==> src/rtl/spi_pkg.sv <==
// rtl/spi_pkg.sv - shared state encoding, mode bit indices and width helpers for the SPI master
package spi_pkg;

  localparam logic [1:0] ST_IDLE  = 2'd0;
  localparam logic [1:0] ST_SETUP = 2'd1;
  localparam logic [1:0] ST_XFER  = 2'd2;
  localparam logic [1:0] ST_END   = 2'd3;

  localparam int MODE_CPOL = 0;
  localparam int MODE_CPHA = 1;
  localparam int MODE_LSBF = 2;

  typedef logic [2:0] mode_t;

  function automatic int clog2(input int n);
    int r;
    r = 0;
    for (int i = 0; i < 31; i++) begin
      if ((1 << i) < n) r = i + 1;
    end
    return r;
  endfunction

  // A single chip select still needs a one-bit index port.
  function automatic int cselw(input int n);
    return (n > 1) ? clog2(n) : 1;
  endfunction

endpackage

==> src/rtl/spi_master_if.sv <==
// rtl/spi_master_if.sv - CPU-side control and SPI pin bundle of the SPI master
interface spi_master_if #(
  parameter int DW   = 8,
  parameter int CSN  = 1,
  parameter int DIVW = 8
);
  import spi_pkg::*;
  localparam int CSW = cselw(CSN);

  logic            ce;
  logic            io;
  logic [DW-1:0]   d;
  logic [DW-1:0]   q;
  logic [DIVW-1:0] div;
  logic            cpol;
  logic            cpha;
  logic            lsbf;
  logic [CSW-1:0]  csel;
  logic            hold;
  logic            rel;
  logic            busy;
  logic            done;
  logic            ck;
  logic            mosi;
  logic            miso;
  logic [CSN-1:0]  cs;

  modport master (
    input  ce, io, d, div, cpol, cpha, lsbf, csel, hold, rel, miso,
    output q, busy, done, ck, mosi, cs
  );

  modport slave (
    output ce, io, d, div, cpol, cpha, lsbf, csel, hold, rel, miso,
    input  q, busy, done, ck, mosi, cs
  );

endinterface

==> src/rtl/spi_clkdiv.sv <==
// rtl/spi_clkdiv.sv - ce-qualified half-period divider; loads the divisor and clears on start
module spi_clkdiv #(
  parameter int DIVW = 8
) (
  input  logic            clock,
  input  logic            reset,
  input  logic            ce,
  input  logic            load,
  input  logic            en,
  input  logic [DIVW-1:0] div,
  output logic            tick
);

  logic [DIVW-1:0] cnt;
  logic [DIVW-1:0] div_l;

  assign tick = en && ce && (cnt == div_l);

  always_ff @(negedge clock or posedge reset) begin
    if (reset) begin
      cnt   <= '0;
      div_l <= '0;
    end else if (load) begin
      cnt   <= '0;
      div_l <= div;
    end else if (en && ce) begin
      cnt <= (cnt == div_l) ? '0 : cnt + 1'b1;
    end
  end

endmodule

==> src/rtl/spi_master.sv <==
// rtl/spi_master.sv - parametrised SPI master: word width, four modes, bit order, divider, chip selects
module spi_master
  import spi_pkg::*;
#(
  parameter int DW   = 8,
  parameter int CSN  = 1,
  parameter int DIVW = 8
) (
  input  logic         clock,
  input  logic         reset,
  spi_master_if.master bus
);

  localparam int CSW = cselw(CSN);
  localparam int ECW = clog2(2 * DW);

  logic [1:0]     st;
  mode_t          mode;
  logic [DW-1:0]  sd;
  logic [DW-1:0]  rx;
  logic [DW-1:0]  rx_nx;
  logic [ECW-1:0] ec;
  logic           hold_l;
  logic [DW-1:0]  q_r;
  logic           busy_r;
  logic           done_r;
  logic           ck_r;
  logic [CSN-1:0] cs_r;
  logic [CSN-1:0] cs_sel;
  logic           tick;
  logic           start;
  logic           last;
  logic           smp;
  logic           shift;

  assign start = (st == ST_IDLE) && bus.ce && bus.io;
  assign last  = (ec == ECW'(2 * DW - 1));
  // Even ec is a leading edge; cpha picks whether that edge samples or shifts.
  assign smp   = ~ec[0] ^ mode[MODE_CPHA];
  // With cpha=1 the first leading edge only launches the already-loaded MSB/LSB.
  assign shift = ~smp && (ec != '0);
  assign rx_nx = mode[MODE_LSBF] ? {bus.miso, rx[DW-1:1]} : {rx[DW-2:0], bus.miso};

  always_comb begin
    cs_sel = '1;
    for (int i = 0; i < CSN; i++) begin
      cs_sel[i] = (CSW'(i) != bus.csel);
    end
  end

  spi_clkdiv #(.DIVW(DIVW)) u_clkdiv (
    .clock (clock),
    .reset (reset),
    .ce    (bus.ce),
    .load  (start),
    .en    (busy_r),
    .div   (bus.div),
    .tick  (tick)
  );

  always_ff @(negedge clock or posedge reset) begin
    if (reset) begin
      st     <= ST_IDLE;
      mode   <= '0;
      sd     <= '0;
      rx     <= '0;
      ec     <= '0;
      hold_l <= 1'b0;
      q_r    <= '0;
      busy_r <= 1'b0;
      done_r <= 1'b0;
      ck_r   <= 1'b0;
      cs_r   <= '1;
    end else begin
      done_r <= 1'b0;
      case (st)
        ST_IDLE: begin
          if (bus.ce) begin
            mode <= {bus.lsbf, bus.cpha, bus.cpol};
            ck_r <= bus.cpol;
            if (bus.io) begin
              sd     <= bus.d;
              rx     <= '0;
              ec     <= '0;
              hold_l <= bus.hold;
              cs_r   <= cs_sel;
              busy_r <= 1'b1;
              st     <= ST_SETUP;
            end else if (bus.rel) begin
              cs_r <= '1;
            end
          end
        end
        ST_SETUP: begin
          if (tick) st <= ST_XFER;
        end
        ST_XFER: begin
          if (tick) begin
            ck_r <= ~ck_r;
            ec   <= ec + 1'b1;
            if (smp) rx <= rx_nx;
            if (shift) sd <= mode[MODE_LSBF] ? (sd >> 1) : (sd << 1);
            if (last) begin
              q_r    <= smp ? rx_nx : rx;
              done_r <= 1'b1;
              st     <= ST_END;
            end
          end
        end
        ST_END: begin
          if (tick) begin
            if (!hold_l) cs_r <= '1;
            busy_r <= 1'b0;
            st     <= ST_IDLE;
          end
        end
        default: st <= ST_IDLE;
      endcase
    end
  end

  assign bus.q    = q_r;
  assign bus.busy = busy_r;
  assign bus.done = done_r;
  assign bus.ck   = ck_r;
  assign bus.mosi = mode[MODE_LSBF] ? sd[0] : sd[DW-1];
  assign bus.cs   = cs_r;

endmodule
==> src/flat_wrapper.sv <==
// flat-port wrapper written by rule: the top's interface ports become plain ports
module spi_master_flat import spi_pkg::*;
#(
  parameter int DW   = 8,
  parameter int CSN  = 1,
  parameter int DIVW = 8
)
  (clock, reset, bus_ce, bus_io, bus_d, bus_div, bus_cpol, bus_cpha, bus_lsbf, bus_csel, bus_hold, bus_rel, bus_miso, bus_q, bus_busy, bus_done, bus_ck, bus_mosi, bus_cs);
  spi_master_if #(.DW(DW), .CSN(CSN), .DIVW(DIVW)) bus_i ();
  input  logic clock;
  input  logic reset;
  input wire logic [$bits(bus_i.ce)-1:0] bus_ce;
  input wire logic [$bits(bus_i.io)-1:0] bus_io;
  input wire logic [$bits(bus_i.d)-1:0] bus_d;
  input wire logic [$bits(bus_i.div)-1:0] bus_div;
  input wire logic [$bits(bus_i.cpol)-1:0] bus_cpol;
  input wire logic [$bits(bus_i.cpha)-1:0] bus_cpha;
  input wire logic [$bits(bus_i.lsbf)-1:0] bus_lsbf;
  input wire logic [$bits(bus_i.csel)-1:0] bus_csel;
  input wire logic [$bits(bus_i.hold)-1:0] bus_hold;
  input wire logic [$bits(bus_i.rel)-1:0] bus_rel;
  input wire logic [$bits(bus_i.miso)-1:0] bus_miso;
  output wire logic [$bits(bus_i.q)-1:0] bus_q;
  output wire logic [$bits(bus_i.busy)-1:0] bus_busy;
  output wire logic [$bits(bus_i.done)-1:0] bus_done;
  output wire logic [$bits(bus_i.ck)-1:0] bus_ck;
  output wire logic [$bits(bus_i.mosi)-1:0] bus_mosi;
  output wire logic [$bits(bus_i.cs)-1:0] bus_cs;
  assign bus_i.ce = bus_ce;
  assign bus_i.io = bus_io;
  assign bus_i.d = bus_d;
  assign bus_i.div = bus_div;
  assign bus_i.cpol = bus_cpol;
  assign bus_i.cpha = bus_cpha;
  assign bus_i.lsbf = bus_lsbf;
  assign bus_i.csel = bus_csel;
  assign bus_i.hold = bus_hold;
  assign bus_i.rel = bus_rel;
  assign bus_i.miso = bus_miso;
  assign bus_q = bus_i.q;
  assign bus_busy = bus_i.busy;
  assign bus_done = bus_i.done;
  assign bus_ck = bus_i.ck;
  assign bus_mosi = bus_i.mosi;
  assign bus_cs = bus_i.cs;
  spi_master #(.DW(DW), .CSN(CSN), .DIVW(DIVW)) u_core (.clock(clock), .reset(reset), .bus(bus_i));
endmodule
==> config.mk <==
export PLATFORM = sky130hd
export DESIGN_NAME = spi_master_flat
export DESIGN_NICKNAME = d
export VERILOG_FILES = /design/src/rtl/spi_pkg.sv /design/src/rtl/spi_master_if.sv /design/src/rtl/spi_clkdiv.sv /design/src/rtl/spi_master.sv /design/src/flat_wrapper.sv
export SDC_FILE = /design/constraint.sdc
export NUM_CORES = 1
export LEC_CHECK = 0
export CAP_MARGIN = 40
export CORE_MARGIN = 2
export CORE_UTILIZATION = 45
export DETAILED_ROUTE_END_ITERATION = 8
export PLACE_DENSITY = 0.79
export RECOVER_POWER = 50
export SLEW_MARGIN = 25
export SYNTH_ARGS = -nofsm -noshare
export SYNTH_HDL_FRONTEND = slang
export SYNTH_HIERARCHICAL = 1
export SYNTH_SLANG_ARGS = --single-unit
==> constraint.sdc <==
create_clock -name clock -period 4.85 [get_ports clock]
set_input_delay 0.97 -clock clock [delete_from_list [all_inputs] [get_ports clock]]
set_output_delay 0.97 -clock clock [all_outputs]
set_load 0.01 [all_outputs]
## Yosys cells after proc, flatten, opt, wreduce, memory -nomap -nowiden

Index checks and enable logic that the tools add are counted.

- Register bits after elaboration: 54
- Bits of input ports: 27
- Output and inout bits: 13
- Logic and storage cells: 95

- $add $sub $neg: 2
- Equal/unequal tests: 14
- Mux-type cells: 43
- Bitwise gates (word level): 4
- Reductions and logical operators: 19

Operators by type and width:

| operator | count |
|---|---|
| $mux 8 | 13 |
| $pmux 8 s2 | 2 |
| $mux 1 | 14 |
| $mux 2 | 6 |
| $mux 4 | 3 |
| $ne 2x1->1 const B | 5 |
| $reduce_and 5->1 | 2 |
| $reduce_and 3->1 | 3 |
| $add 8x1->8 const B | 1 |
| $eq 8x8->1 | 1 |
| $pmux 2 s4 | 1 |
| $pmux 4 s2 | 1 |
| $reduce_and 4->1 | 2 |
| $ne 2x2->1 const B | 3 |
| $pmux 1 s2 | 3 |
| $reduce_and 6->1 | 1 |
| $reduce_bool 2->1 | 3 |
| $logic_and 1x1->1 | 5 |
| $add 4x1->4 const B | 1 |
| $eq 2x2->1 const B | 2 |
| $eq 4x4->1 const B | 1 |
| $reduce_bool 4->1 | 1 |
| $ne 3x3->1 const B | 1 |
| $not 1->1 | 3 |
| 4 further kinds | 4 |

## Logic depth before layout (Yosys ltp)

Gate-level depths: netlist (run 1).

- Word-level depth: 7
- Depth in mapped cells: 9
- Depth with buffers taken out: 7

## By module

The synthesis (run 1) kept the hierarchy.

By module, submodules not included:

| module | times used | cells an instance | area each (µm²) | sequential area each (µm²) |
|---|---|---|---|---|
| spi_master | 1 | 195 | 2029.4 | 927.1 |
| spi_clkdiv | 1 | 73 | 859.6 | 400.4 |

==> results by group, run 1 <==
Finish
  – Ant diodes: 0
  – Syn-to-layout area delta: 24.12%
  – Layout cells sized above 1: 19.38%
  – Final #Nets: 355

Placed design
  – Number of port buffers: 39
  – GPL Wtd Cong: 0.8305
  – HPWL after DPL: 4401 um

Die
  – Full die area: 7077 um^2
  – I/O pin total: 40
  – Die Width: 84.13 um
  – Die H: 84.13 um
  – Initial core utilization: 46.02%
  – CORE AREA: 6277 um^2
  – Rows: 29

Critical path
  – CP Cell Sequence: mux2_2 -> dlygate4sd2_1
  – Crit-path max cell delay: 0.42 ns
  – Critical Path RT: 3.88 ns
  – Startpoint Class: register
  – R2r setup slk: 2.43 ns
  – Worst path arrival time: 3.78 ns
  – Crit path launch: u_core/mode[2]
  – Element type at the critical path end: output pin
  – CP max-delay cell: dfrtn_1
  – Critical path peak fanout: 2
  – Delay-heaviest family, CP: flip-flops
  – Reg-to-Reg Start: u_core/st[0]
  – Worst path bufs/invs: 1
  – Worst Path Class, Setup: register to output pin

STA
  – Slew Viols, Final: 0
  – Final Hold Fails: 0
  – Unrepaired setup endpoints after global routing: no
  – Slew @ Worst Pin: 0.6584 ns
  – Clk_skew: 0.06912 ns
  – Worst slew margin relative to its limit: 56.10%
  – Hold slack: 0.4513 ns
  – Final setup violation count: 0
  – Post-route setup TNS: 0 ns

Yosys
  – Syn avg cell area: 10.78 um^2
  – Post-Syn Area: 2889 um^2
  – Synth warnings: 6
  – Main synth FF type: dfrtn_1
  – Async SR Flop Fraction: 100.0%
  – Sequential fraction of the synthesis area: 45.95%
  – Gate Count Post-Synth: 268
  – Unique masters post-synth: 46
  – Flops & latches, synth: 53
  – Post-synth EDFFs: 0
  – Syn nets: 304

Clocking
  – CTS Buf Count: 5
  – Cts hold-fix bufs: 0
  – H-tree Lvls: 2
  – Post-cts resize count: 3
  – Total setup buffers inserted after CTS: 0
  – Worst-path clk slew: 0.07 ns
  – Longest Clk Path Bufs: 2
  – Worst-Skew Late Latency: 0.37 ns
  – Clock Sinks: 53
  – CTS Root Cell: clkbuf_8
  – CTS tree: yes

Pwr
  – LEAKAGE: 1.582 nW
  – Peak VDD IR: 0.2930 mV
  – PwrDens: 529.6 nW/um^2

Route
  – Vias per std cell: 5.378
  – Via count: 2135
  – Initial DRT Pass Iterations: 7
  – Met1 WL: 2795 um
  – Met2 wire len: 2891 um
  – Final ANT Viol Nets: 0
  – WL per Instance: 15.15 um
  – Met3 wire length: 230 um
  – WL final: 6016 um
  – Drt initial violations: 147
  – Highest metal used: met4
  – DRC Markers: 0

Global route
  – Number of global-route vias before repair: 2247
  – Total GRT Usage: 18.44%
  – GR Overflow Total: 0
  – First-pass GRT wire length: 10650 um
  – Largest net degree at the start of global routing: 22
  – Antenna violations before repair: 0

Outcome
  – Status: finished, final reports clean

Min path
  – Min-Delay Path Class: register to register
  – Min-delay src: u_core/bus.q[7]

Flow run
  – Max Cap Viol: 0
[where the power goes]
group / internal (W) / switching [W]
Combinational: 0.000408 / 0.000393
Clock: 0.000209 / 0.000153
Sequential: 0.000591 / 0.000144
[layout make-up]
class                      instances  area [um^2]
sequential                        53         1328
clock buffer                       5        68.82
clock inverter                     4        72.57
fill                             522         2691
timing repair buffer              55        504.2
inverter                          11        41.29
tap                               77        96.34
multi-input combinational        192         1475
[metal layers]
layer | global-route usage (%) | up-vias
met4 | 5.718 | 0
met3 | 3.264 | 9
li1 | - | 1046
met5 | 0 | -
met2 | 30.59 | 58
met1 | 24.74 | 1022
[metrics by stage]
step / util, % / worst slack (ns) / power, W / instance area [um^2] / std cells
after floorplan: - / -0.008161 / 0.001334 / 2905 / 268
after global placement: 55.21 / -0.4432 / 0.001506 / 3466 / 389
after detailed placement: 55.21 / -0.5344 / 0.001548 / 3466 / 389
after CTS: 57.38 / 0.007954 / 0.001909 / 3602 / 397
after global routing: 57.13 / 0.04982 / 0.002023 / 3586 / 397
final: 57.13 / 0.1033 / 0.001899 / 3586 / 397
[final timing paths]
check / endpoint / cells past startpoint
min in group asynchronous: u_core/sd[1] / 2
setup / recovery: bus_mosi / 2
hold / removal: u_core/bus.q[7] / 1
max in group asynchronous: u_core/bus.done / 3
setup reg to reg: u_core/sd[1] / 6
hold reg to reg: u_core/bus.q[7] / 1
[kinds of logic (layout without fill, tap and decap cells)]
logic type | after synthesis | after routing | synth area share, %
DFF | 53 | 53 | 45.95
xor gates and xnor gates | 15 | 15 | 4.808
and+or+nand+nor | 68 | 68 | 12.69
adders and majority gates | 9 | 9 | 3.898
buffers and inverters | 23 | 75 | 3.594
AOI/OAI and AO/OA | 59 | 59 | 12.69
muxes | 41 | 41 | 16.37
[registers in the layout, summed over array words and instances (netlist names), 2 cells and up]
register	flops
u_core/st	2
u_core/sd	8
u_core/mode	2
u_core/bus.q	8
u_core/rx	8
u_core/u_clkdiv/div_l	8
u_core/ec	4
u_core/u_clkdiv/cnt	8
[layout by cell type (no fill, tap or decap), types with 3 or more instances in the layout]
| cell | netlist | layout |
|---|---|---|
| dfrtn_1 | 52 | 52 |
| clkdlybuf4s50_1 | 0 | 35 |
| nand2_1 | 24 | 23 |
| o21ai_0 | 21 | 21 |
| mux2_2 | 18 | 18 |
| a21oi_1 | 17 | 17 |
| mux2i_1 | 15 | 15 |
| nor2_1 | 15 | 15 |
| buf_4 | 1 | 14 |
| xnor2_1 | 13 | 13 |
| inv_1 | 12 | 12 |
| ha_1 | 9 | 9 |
| mux2_4 | 8 | 8 |
| clkbuf_8 | 0 | 5 |
| nor3_1 | 5 | 5 |
| a32o_1 | 5 | 5 |
| nand3_1 | 4 | 4 |
| o31ai_1 | 4 | 4 |
| nand2b_1 | 4 | 4 |
| and2_1 | 3 | 3 |
[synthesized netlist by cell type, types with 5 or more instances]
| cell type | n | area, um^2 |
|---|---|---|
| dfrtn_1 | 52 | 1301 |
| ha_1 | 9 | 112.6 |
| inv_1 | 12 | 45.04 |
| mux2_2 | 18 | 202.7 |
| nor3_1 | 5 | 25.02 |
| o21ai_0 | 21 | 105.1 |
| a21oi_1 | 17 | 85.08 |
| nor2_1 | 15 | 56.30 |
| buf_2 | 5 | 25.02 |
| a32o_1 | 5 | 50.05 |
| xnor2_1 | 13 | 113.9 |
| mux2i_1 | 15 | 150.1 |
| mux2_4 | 8 | 120.1 |
| nand2_1 | 24 | 90.09 |
Note: power is estimated with default switching activity, not from simulation.
==> inputs of run 2 (changes only) <==
- CORE_UTILIZATION: 45 -> 59
- GPL_ROUTABILITY_DRIVEN: unset -> 0
- PLACE_DENSITY: 0.79 -> 0.95
==> results by group, run 2 (synthesis results as in run 1) <==
Outcome
  – Status: finished, final reports clean

Global route
  – Number of global-route vias before repair: 2175
  – Total GRT Usage: 25.01%
  – GR Overflow Total: 0
  – Antenna violations before repair: 0
  – Largest net degree at the start of global routing: 38
  – First-pass GRT wire length: 10460 um

Pwr
  – LEAKAGE: 1.577 nW
  – Overall power: 0.001887 W
  – Peak VDD IR: 0.4186 mV
  – PwrDens: 530.2 nW/um^2

Die
  – Rows: 25
  – CORE AREA: 4723 um^2
  – Full die area: 5472 um^2
  – I/O pin total: 40
  – Die Width: 73.98 um
  – Initial core utilization: 61.17%
  – Die H: 73.98 um

Critical path
  – CP Cell Sequence: dlygate4sd2_1 -> nand2_8 -> nor3_4 -> mux2i_1 -> a21o_1 -> a21o_2 -> mux2_4
  – Crit path launch: bus_ce
  – Critical Path Sink: u_core/sd[6]
  – Reg-to-Reg Start: u_core/u_clkdiv/cnt[2]
  – Worst R2R End: u_core/sd[6]
  – Worst Path Class, Setup: input pin to register
  – Critical Path RT: 2.58 ns
  – Crit-path max cell delay: 0.33 ns
  – Startpoint Class: input pin
  – Worst path arrival time: 2.49 ns
  – Element type at the critical path end: register
  – Critical path peak fanout: 8
  – Reg2Reg Depth: 7
  – R2r setup slk: 2.41 ns
  – CP max-delay cell: mux2_4

Route
  – DRC Markers: 0
  – Vias per std cell: 5.830
  – WL per Instance: 16.57 um
  – Final ANT Viol Nets: 0
  – Initial DRT Pass Iterations: 5
  – Via count: 2262
  – WL final: 6430 um
  – Drt initial violations: 269

STA
  – Slew @ Worst Pin: 0.9131 ns
  – PnR worst setup slack: 0.09193 ns
  – Final setup violation count: 0
  – Final Hold Fails: 0
  – Clk_skew: 0.06218 ns
  – Worst slew margin relative to its limit: 39.13%
  – Unrepaired setup endpoints after global routing: no
  – Slew Viols, Final: 0

Finish
  – Layout cells sized above 1: 19.63%
  – Final #Nets: 356
  – Ant diodes: 0
  – Syn-to-layout area delta: 23.17%
  – Fill cells: 295
  – Post-layout util: 75.34%
  – Commonest non-fill, non-tap cell in the layout: dfrtn_1
  – Commonest cells after routing, fill and taps aside: dfrtn_1, clkdlybuf4s50_1, nand2_1
  – Post-Layout Cell Count: 388

Clocking
  – CTS Buf Count: 5
  – Cts hold-fix bufs: 0
  – CTS tree: yes
  – H-tree Lvls: 2
  – Total setup buffers inserted after CTS: 0
  – Worst-Skew Late Latency: 0.37 ns
  – CTS Root Cell: clkbuf_8
  – Clock Sinks: 53
  – Longest Clk Path Bufs: 2
  – Worst-path clk slew: 0.06 ns

Placed design
  – Number of port buffers: 39
  – HPWL after DPL: 4507 um
  – Setup WS pre-CTS: -0.5198 ns
  – DP Cell Count: 380

Flow run
  – Max Cap Viol: 0

Min path
  – Min-Delay Path Class: register to register
[run 2: cell count changes in the layout (fill, tap and decap cells not counted), sizes merged]
cell    delta
buf        +2
bufinv     -1
clkinv     +1
inv        -1
[run 2: critical path: cells and delay by family]
kind	cells	cell delay [ns]
simple gates	2	0.22
mux	2	0.48
buf+inv	1	0.32
compound gates	2	0.50
[run 2: power by group]
group / switching [W] / internal, W
Clock: 0.000159 / 0.000156
Sequential: 0.000142 / 0.000591
Combinational: 0.000419 / 0.000419
Total: 0.000720 / 0.00117
[run 2: area by class of cell]
type | instances | area, um^2 | share of cell area [%]
repair buffers | 56 | 515.5 | 14.49
inverters | 11 | 41.29 | 1.160
well taps | 67 | 83.83 | 2.356
clock inverters | 3 | 42.54 | 1.196
multi-input cells | 192 | 1475 | 41.46
flip-flops and latches | 53 | 1328 | 37.31
clock buffers | 6 | 72.57 | 2.039
[run 2: worst min path at each step]
| stage | startpoint | end | slack [ns] | cells past startpoint |
|---|---|---|---|---|
| after floorplan | u_core/hold_l | u_core/hold_l | 0.43 | 1 |
| after detailed placement | u_core/hold_l | u_core/hold_l | 0.45 | 1 |
| after CTS | u_core/hold_l | u_core/hold_l | 0.45 | 1 |
| after global placement | u_core/hold_l | u_core/hold_l | 0.44 | 1 |
| after global routing | u_core/hold_l | u_core/hold_l | 0.45 | 1 |
| final | u_core/hold_l | u_core/hold_l | 0.45 | 1 |
[run 2: routing by layer]
layer	GRT usage [%]	up-vias	wire length [um]
li1	-	1047	-
met4	7.879	0	153
met2	40.48	101	3169
met1	34.04	1095	2739
met3	5.285	19	367
met5	0	-	0
[run 2: stage by stage]
stage	TNS [ns]	hold WS [ns]	cell area, um^2
2_1_floorplan	-0.06529	0.4319	2905
3_3_place_gp	-12.35	0.4433	3461
3_5_place_dp	-14.81	0.4484	3461
4_1_cts	0	0.4489	3571
5_1_grt	0	0.4543	3558
6_report	0	0.4493	3558
[run 2: what timing repair did]
item                                    CTS  global route
endpoints found under the setup margin   19             1
resized for setup                         3             1
pin swaps                                 0             0
